===== src/rtl/alu_exec_ctrl.sv =====
// Single-issue ALU sequencer for the Jac1-8 core: IDLE -> READ -> EXEC -> WB, four cycles per instruction.
// Build option ALU_ILLEGAL_TRAP_EN: illegal opcodes lock the controller in TRAP until reset.
module alu_exec_ctrl #(
    parameter int DataWidth     = 8,
    parameter int NumOpCodeBits = 5,
    parameter int ParamBits     = 8,
    parameter int NumStatusBits = 6,
    parameter int RegAddrBits   = 3
) (
    input  logic                     clk,
    input  logic                     reset,
    input  logic                     req_valid,
    output logic                     req_ready,
    input  logic [NumOpCodeBits-1:0] req_opcode,
    input  logic [RegAddrBits-1:0]   req_dst,
    input  logic [RegAddrBits-1:0]   req_src1,
    input  logic [RegAddrBits-1:0]   req_src2,
    input  logic [ParamBits-1:0]     req_param,
    output logic [RegAddrBits-1:0]   rf_raddr1,
    output logic [RegAddrBits-1:0]   rf_raddr2,
    input  logic [DataWidth-1:0]     rf_rdata1,
    input  logic [DataWidth-1:0]     rf_rdata2,
    output logic [NumOpCodeBits-1:0] alu_opcode,
    output logic [DataWidth-1:0]     alu_operand1,
    output logic [DataWidth-1:0]     alu_operand2,
    output logic [ParamBits-1:0]     alu_param,
    input  logic [DataWidth-1:0]     alu_result,
    input  logic [NumStatusBits-1:0] alu_status,
    output logic                     rf_we,
    output logic [RegAddrBits-1:0]   rf_waddr,
    output logic [DataWidth-1:0]     rf_wdata,
    output logic [NumStatusBits-1:0] status_q,
    output logic                     done,
    output logic                     illegal
);

    localparam logic [NumOpCodeBits-1:0] OP_NOP = NumOpCodeBits'(0);
    localparam logic [NumOpCodeBits-1:0] OP_VAL = NumOpCodeBits'(9);

    typedef enum logic [2:0] {
        IDLE = 3'd0,
        READ = 3'd1,
        EXEC = 3'd2,
        WB   = 3'd3,
        TRAP = 3'd4
    } state_t;

    state_t                   state_reg, state_next;
    logic                     accept;

    logic [NumOpCodeBits-1:0] opcode_reg;
    logic [RegAddrBits-1:0]   dst_reg;
    logic [RegAddrBits-1:0]   src1_reg;
    logic [RegAddrBits-1:0]   src2_reg;
    logic [ParamBits-1:0]     param_reg;

    logic [NumOpCodeBits-1:0] alu_opcode_reg;
    logic [DataWidth-1:0]     alu_operand1_reg;
    logic [DataWidth-1:0]     alu_operand2_reg;
    logic [ParamBits-1:0]     alu_param_reg;

    logic [DataWidth-1:0]     result_reg;
    logic [NumStatusBits-1:0] status_cap_reg;
    logic [NumStatusBits-1:0] status_reg;
`ifdef ALU_ILLEGAL_TRAP_EN
    logic                     illegal_reg;
`endif

    logic                     is_nop;
    logic                     is_val;
    logic                     is_illegal;
    logic                     is_write;
    logic [DataWidth-1:0]     param_ext;
    logic [NumStatusBits-1:0] val_status;

    assign is_nop     = (opcode_reg == OP_NOP);
    assign is_val     = (opcode_reg == OP_VAL);
    assign is_illegal = (opcode_reg > OP_VAL);
    assign is_write   = !is_nop && !is_illegal;

    // VAL writes the immediate, truncated or zero-extended to the data width
    genvar gi;
    generate
        for (gi = 0; gi < DataWidth; gi++) begin : g_param_ext
            if (gi < ParamBits) begin : g_bit
                assign param_ext[gi] = param_reg[gi];
            end else begin : g_zero
                assign param_ext[gi] = 1'b0;
            end
        end
        for (gi = 0; gi < NumStatusBits; gi++) begin : g_val_status
            if (gi == 2) begin : g_zero_flag
                assign val_status[gi] = (param_reg == '0);
            end else begin : g_clear
                assign val_status[gi] = 1'b0;
            end
        end
    endgenerate

    always_comb begin
        state_next = state_reg;
        accept     = 1'b0;
        req_ready  = 1'b0;
        rf_we      = 1'b0;
        done       = 1'b0;
        illegal    = 1'b0;
        // Address goes out combinationally in IDLE so the synchronous RF returns data during READ
        rf_raddr1  = src1_reg;
        rf_raddr2  = src2_reg;
        case (state_reg)
            IDLE: begin
                req_ready = 1'b1;
                if (req_valid) begin
                    accept     = 1'b1;
                    rf_raddr1  = req_src1;
                    rf_raddr2  = req_src2;
                    state_next = READ;
                end
            end
            READ: state_next = EXEC;
            EXEC: state_next = WB;
            WB: begin
                rf_we = is_write;
`ifdef ALU_ILLEGAL_TRAP_EN
                if (is_illegal) begin
                    state_next = TRAP;
                end else begin
                    done       = 1'b1;
                    state_next = IDLE;
                end
`else
                done       = 1'b1;
                illegal    = is_illegal;
                state_next = IDLE;
`endif
            end
            TRAP: state_next = TRAP;
            default: state_next = IDLE;
        endcase
`ifdef ALU_ILLEGAL_TRAP_EN
        illegal = illegal_reg;
`endif
    end

    always_ff @(posedge clk) begin
        if (reset) begin
            state_reg        <= IDLE;
            opcode_reg       <= '0;
            dst_reg          <= '0;
            src1_reg         <= '0;
            src2_reg         <= '0;
            param_reg        <= '0;
            alu_opcode_reg   <= '0;
            alu_operand1_reg <= '0;
            alu_operand2_reg <= '0;
            alu_param_reg    <= '0;
            result_reg       <= '0;
            status_cap_reg   <= '0;
            status_reg       <= '0;
`ifdef ALU_ILLEGAL_TRAP_EN
            illegal_reg      <= 1'b0;
`endif
        end else begin
            state_reg <= state_next;
            if (accept) begin
                opcode_reg <= req_opcode;
                dst_reg    <= req_dst;
                src1_reg   <= req_src1;
                src2_reg   <= req_src2;
                param_reg  <= req_param;
            end
            if (state_reg == READ) begin
                alu_opcode_reg   <= opcode_reg;
                alu_operand1_reg <= rf_rdata1;
                alu_operand2_reg <= rf_rdata2;
                alu_param_reg    <= param_reg;
            end
            if (state_reg == EXEC) begin
                result_reg     <= is_val ? param_ext : alu_result;
                status_cap_reg <= is_val ? val_status : alu_status;
            end
            if (state_reg == WB && is_write) begin
                status_reg <= status_cap_reg;
            end
`ifdef ALU_ILLEGAL_TRAP_EN
            if (state_reg == WB && is_illegal) begin
                illegal_reg <= 1'b1;
            end
`endif
        end
    end

    assign alu_opcode   = alu_opcode_reg;
    assign alu_operand1 = alu_operand1_reg;
    assign alu_operand2 = alu_operand2_reg;
    assign alu_param    = alu_param_reg;
    assign rf_waddr     = dst_reg;
    assign rf_wdata     = result_reg;
    assign status_q     = status_reg;

endmodule


===== config.mk =====
export PLATFORM = sky130hd
export DESIGN_NAME = alu_exec_ctrl
export DESIGN_NICKNAME = d
export VERILOG_FILES = /design/src/rtl/alu_exec_ctrl.sv
export SDC_FILE = /design/constraint.sdc
export NUM_CORES = 1
export LEC_CHECK = 0
export BUFFER_PORTS_ARGS = -buffer_cell sky130_fd_sc_hd__buf_2
export CAP_MARGIN = 20
export CORE_MARGIN = 5
export CORE_UTILIZATION = 44
export DETAILED_ROUTE_END_ITERATION = 10
export PLACE_DENSITY = 0.8
export REMOVE_ABC_BUFFERS = 1
export SETUP_SLACK_MARGIN = 0.3
export SYNTH_ARGS = -nofsm -noshare
export SYNTH_HDL_FRONTEND = slang
export SYNTH_SLANG_ARGS = --single-unit

===== constraint.sdc =====
create_clock -name clk -period 1.6 [get_ports clk]
set_input_delay 0.08 -clock clk [delete_from_list [all_inputs] [get_ports clk]]
set_output_delay 0.08 -clock clk [all_outputs]
set_load 0.01 [all_outputs]

* Word level (Yosys, flattened, before mapping)
Index checks and enable logic that the tools add are counted.
** Word-level totals
- Flip-flop bits (word level) :: 74
- Input bits :: 55
- Output and inout bits :: 56
- Logic and storage cells :: 41
** Operators by class
- $lt $le $gt $ge :: 1
- Equality and inequality tests :: 6
- Mux-type cells :: 14
- Reduce and logical (&&, ||, !) cells :: 7
** Operators with widths (number)
- $mux 3 :: 5
- $pmux 3 s4 :: 1
- $logic_not 8->1 :: 1
- $mux 8 :: 1
- $eq 3x2->1 const B :: 2
- $mux 1 :: 6
- $mux 6 :: 1
- $eq 5x4->1 const B :: 1
- $gt 5x4->1 const B :: 1
- $logic_not 5->1 :: 1
- $eq 3x1->1 const B :: 1
- $eq 3x3->1 const B :: 1
- $logic_not 3->1 :: 1
- $logic_and 1x1->1 :: 2
- $logic_not 1->1 :: 2
- $ne 2x2->1 const B :: 1

* Logic depth before layout (Yosys ltp)
- Depth after elaboration :: 4
- Depth in mapped cells :: 6
- Depth with buffers taken out :: 3

* Least setup slack after synthesis
No wires, ideal clock.
- Kind :: reg2reg
- Start point :: reg state_reg[0]
- End point :: reg src1_reg[0]
- Data arrival time :: 1485 ps
- Slack :: -13 ps
- Stages on the path, launching flop included :: 6
- Clock period less this slack :: 1613 ps
- Cell sequence :: dfxtp_1 buf_4 nor4b_4 buf_4 mux2_2 nor2b_1
** Between the ends
- Word-level cells in the longest chain between the ends :: 2
** RTL lines
- start: declaration :: line 48 : state_t state_reg, state_next;
- start signal: assignment :: line 164 : state_reg <= state_next;
- $logic_not 3->1 :: line 110 : case (state_reg)
- $mux 1 :: line 110
- end signal: assignment :: line 168 : src1_reg <= req_src1;
- end: declaration :: line 53 : logic [RegAddrBits-1:0] src1_reg;
No other way between the ends.
A chain may end at the register's enable or synchronous reset.

* Worst setup path after layout
- Start point :: reg state_reg[2]
- End point :: out rf_raddr2[2]
** Between the ends
- Word-level cells in the longest chain between the ends :: 2
** RTL lines
- $logic_not 3->1 :: line 110
- $mux 3 :: line 110
- end: declaration :: line 20 : output logic [RegAddrBits-1:0] rf_raddr2,
No other way between the ends.

==> run summary <==
Skew final: 0.0118 ns
Setup violators final: 36
WP data arrival: 1.69 ns
Gr usage total: 0.228
Pwr dens: 904 mW/mm²
Iter 0 DRT Violations: 162
Worst path slowest cell: dfxtp_4
Predominant post-synthesis flop cell: dfxtp_1
Vias: 3398
DRT Pass-1 Iters: 4
Cell taking the most area after synthesis: dfxtp_1
Max Slew Vio Count: 0
Fin worst setup slack: -0.174 ns
Post-route clock period utilization: 1.11
Layout cell share with drive strength beyond 1: 0.637
Avg Inst Size Synth: 8.62 µm²
Via density: 5.61
HP Class: input pin to flop
Worst Max-Slew Pin Slew: 0.349 ns
Largest net degree at the start of global routing: 61
Drt drc: 0
RSZ-0062 raised after global routing: yes
WS Path Type: flop to output port
TritonCTS clock tree: yes
Largest cells by area after synthesis: dfxtp_1, nand2_1, a21oi_1
Inserted Clock Buffers: 9
# IOs: 111
Mapped Area: 0.00295 mm²
Final core utilization: 0.865
# diodes: 0
Worst Path Buf+Inv: 2
Status: complete, but fails checks
Async SR Flop Fraction: 0
Hold Path Depth: 3
Gate Count Post-Synth: 342
Area Overhead vs Synth: 88.6%
Worst slew margin: 0.765
Reg2reg end: alu_opcode[0]
Critical Path RT: 1.52 ns
CP Launch Type: flop
Final hold vios: 0
Min Tclk post-route: 1.77 ns
EDFF count, synth: 0
Total Nets Final: 579
H-Tree Depth: 3
Worst Hold Path EP: status_cap_reg[1]
Worst path top cell family by delay: flip-flops
Synth unique cells: 33
Most common cell in the netlist: nand2_1
Final std cells w/o fill: 606
Starting density of the core: 0.459
Clock transition at the registers of the reported paths: 0.08 ns
Initial antenna violation count: 0
Wire per inst: 20.6 µm
R2R setup slack: -0.13 ns
Core area: 0.00642 mm²
Fin area: 0.00556 mm²
Worst path max stage delay: 0.38 ns
Global-route wire length before repair: 15.6 mm
Sink Count: 74
CTS root buffer: clkbuf_8
Failing checks: negative setup slack
Inst Count DP: 525
CP Capture Type: output port
Cell mode on critical path: buf_6
Detailed placement HPWL: 5.41 mm
FF-to-FF path depth: 8
Leakage: 2.39 nW
Die area: 0.00843 mm²
Number of port buffers: 110
Number of global-route vias before repair: 3278
Flops & latches, synth: 74
Die Span Y: 91.8 µm
CP cell instances: nor4b_4, buf_6, mux2_4, buf_6
Reg-to-reg startpoint: state_reg[1]
GP Congestion: 0.789
Area after DPL: 0.00369 mm²
HP Start: alu_status[1]
Antenna Violating Nets Remaining: 0
Fmax: 564 MHz
Yosys top cell area share: 0.503
Die Wd: 91.8 µm
VDD IR max: 0.919 mV
Max Root-Sink Buffers: 2
Final wirelength: 12.5 mm
Max FO, Critical Path: 6
Top cells by count, synth: nand2_1, dfxtp_1, a21oi_1, clkbuf_1, nand2b_1
GRT overflow: 0
Row cnt: 29
YS warnings: 0
Max-cap viol count: 0
Latest clock arrival within the worst-skew pair: 0.35 ns
Seq/Total Area, Yosys: 0.503
[per-stage QoR]
step           hold WS, ns  worst slack [ns]  total power, mW  TNS [ns]
2_1_floorplan        0.149            -0.930             2.40    -29.51
3_3_place_gp         0.321           0.00497             2.72         0
3_5_place_dp         0.325           -0.0410             2.74    -0.515
4_1_cts            0.00797            -0.183             4.63     -1.16
5_1_grt            0.00376            -0.238             5.21     -5.37
6_report            0.0131            -0.174             5.03     -4.32
[power breakdown]
group          switching [mW]  total (mW)  internal (mW)
Clock                   0.716        1.63          0.917
Sequential              0.106        2.06           1.96
Combinational           0.668        1.33          0.664
Total                    1.49        5.03           3.54
[metal layers]
metal / share of wire / vias to the layer above / GRT usage
met5: 0 / - / 0
li1: - / 1535 / -
met2: 0.51 / 183 / 0.397
met4: 0.041 / 0 / 0.0916
met3: 0.060 / 56 / 0.0606
met1: 0.39 / 1624 / 0.267
[placed cells by master (no fill, tap or decap), drive strengths merged, types with 3 or more instances in the layout]
| cell | instances |
|---|---|
| clkbuf | 11 |
| nand2 | 95 |
| buf | 166 |
| o21bai | 9 |
| nor2 | 10 |
| or3b | 3 |
| nor4 | 10 |
| a21oi | 51 |
| nand2b | 12 |
| mux2i | 6 |
| or4 | 3 |
| mux2 | 6 |
| o211ai | 5 |
| dfxtp | 74 |
| dlygate4sd3 | 32 |
| nor2b | 6 |
| a211oi | 8 |
[cell type report]
cell class / instances / area (µm²)
Multi-Input combinational cell: 240 / 2140
Timing Repair Buffer: 198 / 1600
Sequential cell: 74 / 1500
Fill cell: 288 / 865
Clock buffer: 11 / 141
Tap cell: 77 / 96.3
Clock inverter: 5 / 77.6
Inverter: 1 / 3.75
[tightest hold or removal path, cell delays in order]
cell and delay (ns):
buf_2 0.09, o211ai_1 0.07, a21oi_1 0.06
[how the worst max path moves through the flow]
stage	startpoint	to	slack, ns	depth (start not counted)
after detailed placement	state_reg[2]	rf_waddr[1]	-0.04	3
after floorplan	state_reg[0]	alu_opcode[0]	-0.93	3
final	state_reg[2]	rf_raddr2[2]	-0.17	4
after global routing	state_reg[1]	rf_raddr2[2]	-0.24	5
after global placement	state_reg[2]	param_ext[3]	0.005	3
after CTS	state_reg[1]	rf_raddr1[0]	-0.18	5
[timing repair]
| action | in CTS | in global routing |
|---|---|---|
| setup buffers | 12 | 14 |
| hold endpoints to repair | 32 | 0 |
| setup endpoints to repair | 81 | 81 |
| gates resized for setup | 85 | 169 |
| cloned | 6 | 1 |
| hold buffers | 32 | 0 |
| pin swaps | 27 | 83 |
[logic make-up after synthesis]
group	Yosys count	synth area share
AND/OR/NAND/NOR	149	0.247
AO/OA/AOI/OAI	76	0.156
flip-flops	74	0.503
buffers and inverters	30	0.0480
multiplexers	12	0.0433
XOR/XNOR	1	0.00297
(Power assumes the default switching activity.)
